==> src/rtl/audio_receive.sv <==
// I2S serial-to-parallel receiver for the codec ADC path, clocked by aud_bclk.
// Captures MSB-first words after each aud_lrc edge and pairs left/right words into frames.
module audio_receive #(
  parameter logic [5:0] WL = 6'd32
) (
  input  logic        aud_bclk,
  input  logic        rst,
  input  logic        aud_lrc,
  input  logic        aud_adcdat,
  output logic [31:0] adc_data,
  output logic        adc_chan,
  output logic        rx_done,
  output logic [31:0] adc_data_l,
  output logic [31:0] adc_data_r,
  output logic        frame_valid,
  output logic        short_err
);

  typedef enum logic [1:0] {SYNC, RECV, DONE} state_t;

  localparam logic [5:0] SHAMT = 6'd32 - WL;

  state_t      state, state_nxt;
  logic        lrc_d0;
  logic        lrc_edge;
  logic [5:0]  rx_cnt;
  logic [30:0] shift;
  logic        cur_chan;
  logic [31:0] l_hold;
  logic        l_ok;
  logic        restart, capture, word_end, short_word;
  logic [31:0] word_full;

  assign lrc_edge  = aud_lrc ^ lrc_d0;
  // Bits above the word length are zero because the shifter is cleared on every restart.
  assign word_full = {shift, aud_adcdat} << SHAMT;

  always_ff @(posedge aud_bclk) begin
    if (rst) state <= SYNC;
    else     state <= state_nxt;
  end

  // NOTE: every signal written here gets a default first so no latch is inferred.
  always_comb begin
    state_nxt  = state;
    restart    = 1'b0;
    capture    = 1'b0;
    word_end   = 1'b0;
    short_word = 1'b0;
    case (state)
      SYNC: begin
        if (lrc_edge) begin
          restart   = 1'b1;
          state_nxt = RECV;
        end
      end
      RECV: begin
        // An lrc edge always wins, even on the cycle that would have completed the word.
        if (lrc_edge) begin
          restart    = 1'b1;
          short_word = 1'b1;
        end else begin
          capture = 1'b1;
          if (rx_cnt == WL - 6'd1) begin
            word_end  = 1'b1;
            state_nxt = DONE;
          end
        end
      end
      DONE: begin
        if (lrc_edge) begin
          restart   = 1'b1;
          state_nxt = RECV;
        end
      end
      default: state_nxt = SYNC;
    endcase
  end

  // NOTE: sequential state uses non-blocking assignments so every register samples pre-edge values.
  always_ff @(posedge aud_bclk) begin
    if (rst) begin
      // NOTE: lrc_d0 loads the live lrc level so the first cycle after reset sees no false edge.
      lrc_d0      <= aud_lrc;
      rx_cnt      <= '0;
      shift       <= '0;
      cur_chan    <= 1'b0;
      l_hold      <= '0;
      l_ok        <= 1'b0;
      adc_data    <= '0;
      adc_chan    <= 1'b0;
      rx_done     <= 1'b0;
      adc_data_l  <= '0;
      adc_data_r  <= '0;
      frame_valid <= 1'b0;
      short_err   <= 1'b0;
    end else begin
      lrc_d0      <= aud_lrc;
      rx_done     <= word_end;
      short_err   <= short_word;
      frame_valid <= 1'b0;

      if (restart) begin
        rx_cnt   <= '0;
        shift    <= '0;
        cur_chan <= aud_lrc;
      end else if (capture) begin
        shift  <= {shift[29:0], aud_adcdat};
        rx_cnt <= rx_cnt + 6'd1;
      end

      if (word_end) begin
        adc_data <= word_full;
        adc_chan <= cur_chan;
        if (!cur_chan) begin
          l_hold <= word_full;
          l_ok   <= 1'b1;
        end
      end

      // The right word is still on adc_data in the cycle its rx_done is high.
      if (rx_done && adc_chan && l_ok) begin
        adc_data_l  <= l_hold;
        adc_data_r  <= adc_data;
        frame_valid <= 1'b1;
        l_ok        <= 1'b0;
      end

      if (short_word) l_ok <= 1'b0;
    end
  end

endmodule

==> config.mk <==
export PLATFORM = sky130hd
export DESIGN_NAME = audio_receive
export DESIGN_NICKNAME = d
export VERILOG_FILES = /design/src/rtl/audio_receive.sv
export SDC_FILE = /design/constraint.sdc
export NUM_CORES = 1
export LEC_CHECK = 0
export ABC_AREA = 1
export CORE_MARGIN = 2
export CORE_UTILIZATION = 51
export CTS_CLUSTER_SIZE = 12
export DETAILED_ROUTE_END_ITERATION = 8
export PLACE_DENSITY = 0.79
export SLEW_MARGIN = 40
export SYNTH_ARGS = -nofsm -noshare
export SYNTH_HDL_FRONTEND = slang
export SYNTH_SLANG_ARGS = --single-unit
==> constraint.sdc <==
create_clock -name aud_bclk -period 3.3 [get_ports aud_bclk]
set_input_delay 0.495 -clock aud_bclk [delete_from_list [all_inputs] [get_ports aud_bclk]]
set_output_delay 0.495 -clock aud_bclk [all_outputs]
set_load 0.05 [all_outputs]
==> results of run 1 <==
-- stage by stage --
step / utilization / power, mW
finish: 0.671 / 4.24
floorplan: - / 2.23
global route: 0.671 / 4.37
CTS: 0.671 / 4.26
detailed placement: 0.617 / 2.25
global placement: 0.617 / 2.25
-- worst paths after layout --
| path | slack, ns | cells past startpoint | endpoint |
|---|---|---|---|
| max | 1.04 | 9 | adc_data[31] |
| min | 0.46 | 2 | adc_data_l[5] |
| max reg2reg | 1.26 | 8 | l_hold[0] |
| min reg2reg | 0.46 | 2 | adc_data_l[5] |
-- flip-flops by register name (all words and copies together) (netlist names) --
register	count
adc_chan	1
adc_data	32
adc_data_l	32
adc_data_r	32
cur_chan	1
frame_valid	1
l_hold	32
l_ok	1
lrc_d0	1
rx_cnt	6
rx_done	1
shift	31
short_err	1
state	2
-- cells by family (layout without fill, tap and decap cells) --
kind of cell,count (synthesis),count (layout),share of synthesized area
simple gates,316,316,0.225
flops,174,174,0.582
compound gates,124,124,0.136
buf+inv,72,171,0.0544
fa+ha+maj,1,1,0.00209
-- cell type report --
cell class	count	area, µm²
clock buffers	20	467
clock inverters	11	140
fillers	904	3760
inverters	30	113
multi-input cells	441	2180
flip-flops and latches	174	3480
well taps	143	179
repair buffers	110	1100
-- Yosys cell counts --
master	n	area, µm²
clkbuf_1	14	52.6
nand2_1	194	728
nand3_1	47	235
nand3_2	1	10.0
nand3_4	1	17.5
ha_1	1	12.5
nand4_1	12	75.1
nand2_4	1	11.3
o21ai_2	1	8.76
nand2_2	3	18.8
buf_4	2	15.0
inv_1	25	93.8
a21oi_1	41	205
buf_2	20	100
o21ai_0	22	110
nor3_1	1	5.00
buf_1	3	11.3
nand3b_1	2	15.0
nor2_2	2	12.5
a22o_1	51	447
clkinv_1	1	3.75
inv_2	4	15.0
nor2_1	49	184
nor2_4	3	33.8
buf_6	3	33.8
o21ai_1	9	45.0
dfxtp_1	174	3480
-- routing by layer --
metal	wire (µm)	share of wire
met1	6080	0.43
met4	168	0.012
met5	0	0
met3	944	0.067
met2	6870	0.49
-- power breakdown --
part | switching (mW) | internal [mW] | leakage, nW | total [mW]
clock network | 0.795 | 1.24 | 0.301 | 2.04
logic | 0.0786 | 0.0207 | 1.29 | 0.0993
registers | 0.00259 | 2.10 | 1.40 | 2.11
total | 0.876 | 3.37 | 3.00 | 4.24
-- critical path, delay by kind of cell --
kind / cells / cell delay [ns]
compound gates: 1 / 0.28
buf+inv: 3 / 0.96
simple gates: 5 / 0.83
==> flow_summary_export.csv, run 1 <==
group,metric,value,unit
route,routed_wl,14100,µm
grt,grt_pass1_vias,4832,
logic_synthesis,netlist_instances,687,
grt,grt_busiest_layer,"met2",
worst_setup_path,worstSetupPathType,"primary input to flop",
sta,fmax,443,MHz
grt,overflow,0,
logic_synthesis,avgSynthCellArea,8.71,µm²
cells_and_area,drive_above_1_share,0.0712,
die,die_area,0.0126,mm²
cells_and_area,final_cells,929,
grt,grtUsageMet3,0.0616,
clock_tree,post-cts-setup-buffer-count,0,
min_path,min-delay-start,"adc_data_l[5]",
sta,finClkSkew,0.00851,ns
sta,worstMarginPinSlew,0.602,ns
die,core,0.0114,mm²
grt,grt_use_met1,0.284,
grt,antenna_found_initial,0,
grt,grt_pass1_wl,23200,µm
worst_setup_path,critPathMaxStageDelay,0.53,ns
sta,hold_ws,0.460,ns
logic_synthesis,ys_seq_area_frac,0.582,
clock_tree,clockBufferDepth,2,
cells_and_area,area_growth,28.0,%
logic_synthesis,ys_types,27,
sta,fin_crit_sh,0.684,
logic_synthesis,syn-num-nets,692,
cells_and_area,antenna-diode-count,0,
min_path,hp-class,"flop to flop",
worst_setup_path,cp-end-kind,"flop",
clock_tree,cts_hold_buf,0,
cells_and_area,nNetsFinal,779,
placed_design,gp_congestion,0.787,
worst_setup_path,slowest_stage,"clkdlybuf4s50_1",
grt,grt_max_degree,46,
clock_tree,htreeDepth,4,
grt,grt_usage,0.229,
placed_design,dp_slack,0.633,ns
route,viasPerCell,5.36,
clock_tree,cts_tree,"yes",
clock_tree,cts_buffers,17,
sta,setup_ws,1.04,ns
placed_design,place_area,0.00705,mm²
clock_tree,clock-sinks,174,
route,dr_total_vias,4980,
run,drv_cap,0,
sta,setup_viol,0,
logic_synthesis,syn_area,0.00598,mm²
placed_design,placed_cells,898,
logic_synthesis,synth-seq-cells,174,
clock_tree,insertion_delay,0.42,ns
route,routedWlPerCell,15.1,µm
power,irDropWorstVdd,0.000359,V
power,total_leakage_power,3.00,nW
worst_setup_path,path_common_cell,"nand2_1",
worst_setup_path,cp_cell_sequence,"clkdlybuf4s50_1 -> inv_2 -> nand2_1 -> nand2_1 -> nor2_4 -> buf_4 -> nand2_2 -> o21ai_0 -> nor2_1",
sta,rsz0062_at_grt,"false",
route,drc_errors,0,
grt,grt_use_met2,0.386,
run_status,status,"finished clean",
clock_tree,cts_resized,0,
worst_setup_path,critPathLaunch,"aud_lrc",
die,pin_count,104,
placed_design,io_buffers,103,
cells_and_area,layout_commonest_cell,"nand2_1",
logic_synthesis,yosys_warnings,0,
worst_setup_path,r2r-start,"rx_cnt[1]",
worst_setup_path,critPathRequiredTime,3.62,ns
sta,final.setup.tns,0,ns
worst_setup_path,cp.arrival,2.58,ns
power,power.density,554,mW/mm²
sta,hold_viol,0,
placed_design,place_hpwl,9180,µm
clock_tree,root_buffer,"clkbuf_16",
die,initial_utilization,0.524,
sta,final.min_clock_period,2.26,ns
die,die_h,112,µm
worst_setup_path,worstPathMaxFanout,40,
worst_setup_path,cp-start-kind,"primary input",
die,die_w,112,µm
die,num_rows,39,
clock_tree,clk_pin_slew_worst_paths,0.06,ns
route,ant_nets,0,
route,drtIter0Drc,285,
sta,slew_violations,0,
route,first_pass_iters,6,
sta,relSlewSlack,0.598,
cells_and_area,layout_common_cells,"nand2_1 (194), dfxtp_1 (174), clkdlybuf4s50_1 (103)",
cells_and_area,final_area,0.00766,mm²
Note: power is estimated with default switching activity, not from simulation.
==> inputs of run 2 (changes only) <==
==> constraint.sdc (replaced) <==
create_clock -name aud_bclk -period 2.3 [get_ports aud_bclk]
set_input_delay 0.345 -clock aud_bclk [delete_from_list [all_inputs] [get_ports aud_bclk]]
set_output_delay 0.345 -clock aud_bclk [all_outputs]
set_load 0.05 [all_outputs]
==> flow_summary_export.csv, run 2 (synthesized netlist as in run 1, its figures left out) <==
group,metric,value,unit
route,ant_nets,0,
sta,final.setup.tns,0,ns
worst_setup_path,critPathRequiredTime,1.96,ns
grt,grt_busiest_layer,"met2",
run_status,status,"finished clean",
sta,setup_ws,0.308,ns
sta,fmax,502,MHz
worst_setup_path,critPathLaunch,"adc_data[24]",
route,drc_errors,0,
placed_design,dp_slack,0.139,ns
power,power.density,792,mW/mm²
run,drv_cap,0,
grt,overflow,0,
cells_and_area,nNetsFinal,785,
worst_setup_path,cp-start-kind,"flop",
cells_and_area,area_growth,28.9,%
sta,final.min_clock_period,1.99,ns
clock_tree,clock-sinks,174,
grt,grt_use_met2,0.360,
route,routedWlPerCell,14.6,µm
grt,grtUsageMet3,0.0632,
cells_and_area,antenna-diode-count,0,
clock_tree,cts_tree,"yes",
min_path,hp-class,"flop to flop",
clock_tree,clk_pin_slew_worst_paths,0.06,ns
grt,grt_pass1_vias,4692,
placed_design,gp_congestion,0.802,
grt,grt_pass1_wl,22800,µm
die,core,0.0114,mm²
clock_tree,insertion_delay,0.43,ns
die,die_w,112,µm
worst_setup_path,r2r-start,"rx_cnt[0]",
worst_setup_path,worstPathMaxFanout,3,
worst_setup_path,worstSetupPathType,"flop to output pin",
sta,rsz0062_at_grt,"false",
route,first_pass_iters,5,
route,drtIter0Drc,385,
power,total_leakage_power,3.02,nW
route,viasPerCell,5.32,
worst_setup_path,critPathMaxStageDelay,0.83,ns
worst_setup_path,cp-end-kind,"output pin",
worst_setup_path,crit_family,"buffers and inverters",
clock_tree,clockBufferDepth,2,
die,pin_count,104,
sta,slew_violations,0,
worst_setup_path,cp.arrival,1.65,ns
min_path,min-delay-start,"adc_data_l[8]",
route,dr_total_vias,4983,
clock_tree,cts_buffers,17,
clock_tree,cts_hold_buf,0,
worst_setup_path,slowest_stage,"clkdlybuf4s50_1",
sta,fin_crit_sh,0.866,
clock_tree,post-cts-setup-buffer-count,0,
sta,hold_viol,0,
die,initial_utilization,0.524,
clock_tree,htreeDepth,4,
power,irDropWorstVdd,0.000710,V
clock_tree,cts_resized,0,
sta,relSlewSlack,0.574,
grt,antenna_found_initial,0,
grt,grt_use_met1,0.290,
sta,worstMarginPinSlew,0.639,ns
placed_design,place_hpwl,8860,µm
cells_and_area,fill_cells,868,
grt,grt_usage,0.221,
cells_and_area,drive_above_1_share,0.0782,
route,routed_wl,13700,µm
clock_tree,root_buffer,"clkbuf_16",
worst_setup_path,cp_cell_sequence,"clkdlybuf4s50_1",
sta,finClkSkew,0.00623,ns
worst_setup_path,cp.buffers_inverters,1,
die,die_area,0.0126,mm²
grt,grt_max_degree,66,
placed_design,io_buffers,103,
die,num_rows,39,
die,die_h,112,µm
cells_and_area,layout_commonest_cell,"nand2_1",
cells_and_area,utilization,0.675,
sta,setup_viol,0,
cells_and_area,layout_common_cells,"nand2_1 (194), dfxtp_1 (174), clkdlybuf4s50_1 (103)",
==> run 2: area by class of cell <==
type,instances,area (µm²),share of cell area
Clock buffer,18,429,0.0557
Clock inverter,14,184,0.0239
Multi-Input combinational cell,441,2180,0.283
Timing Repair Buffer,116,1140,0.148
Tap cell,143,179,0.0232
Inverter,30,115,0.0149
Sequential cell,174,3480,0.452
==> run 2: metrics by stage <==
step                instance area, µm²  hold slack, ns  std cells  total power [mW]
floorplan                         5980           0.373        687              3.20
global placement                  7100           0.436        904              3.23
detailed placement                7100           0.446        904              3.23
CTS                               7710           0.462        936              6.14
global route                      7710           0.481        936              6.29
finish                            7710           0.459        936              6.11
==> run 2: layer usage <==
metal,vias to the layer above,wire length (µm)
met5,-,0
li1,2465,-
met1,2331,6190
met3,17,860
met2,170,6480
met4,0,168
==> run 2: worst paths after layout <==
| kind | to | slack, ns | cells past startpoint |
|---|---|---|---|
| setup reg to reg | adc_data[11] | 0.59 | 7 |
| setup / recovery | adc_data[24] | 0.31 | 1 |
| hold reg to reg | adc_data_l[8] | 0.46 | 2 |
| hold / removal | adc_data_l[8] | 0.46 | 2 |
==> run 2: power breakdown <==
group	switching [mW]	internal, mW	leakage (nW)
clock network	1.21	1.73	0.292
registers	0.00359	3.02	1.40
logic	0.112	0.0304	1.33
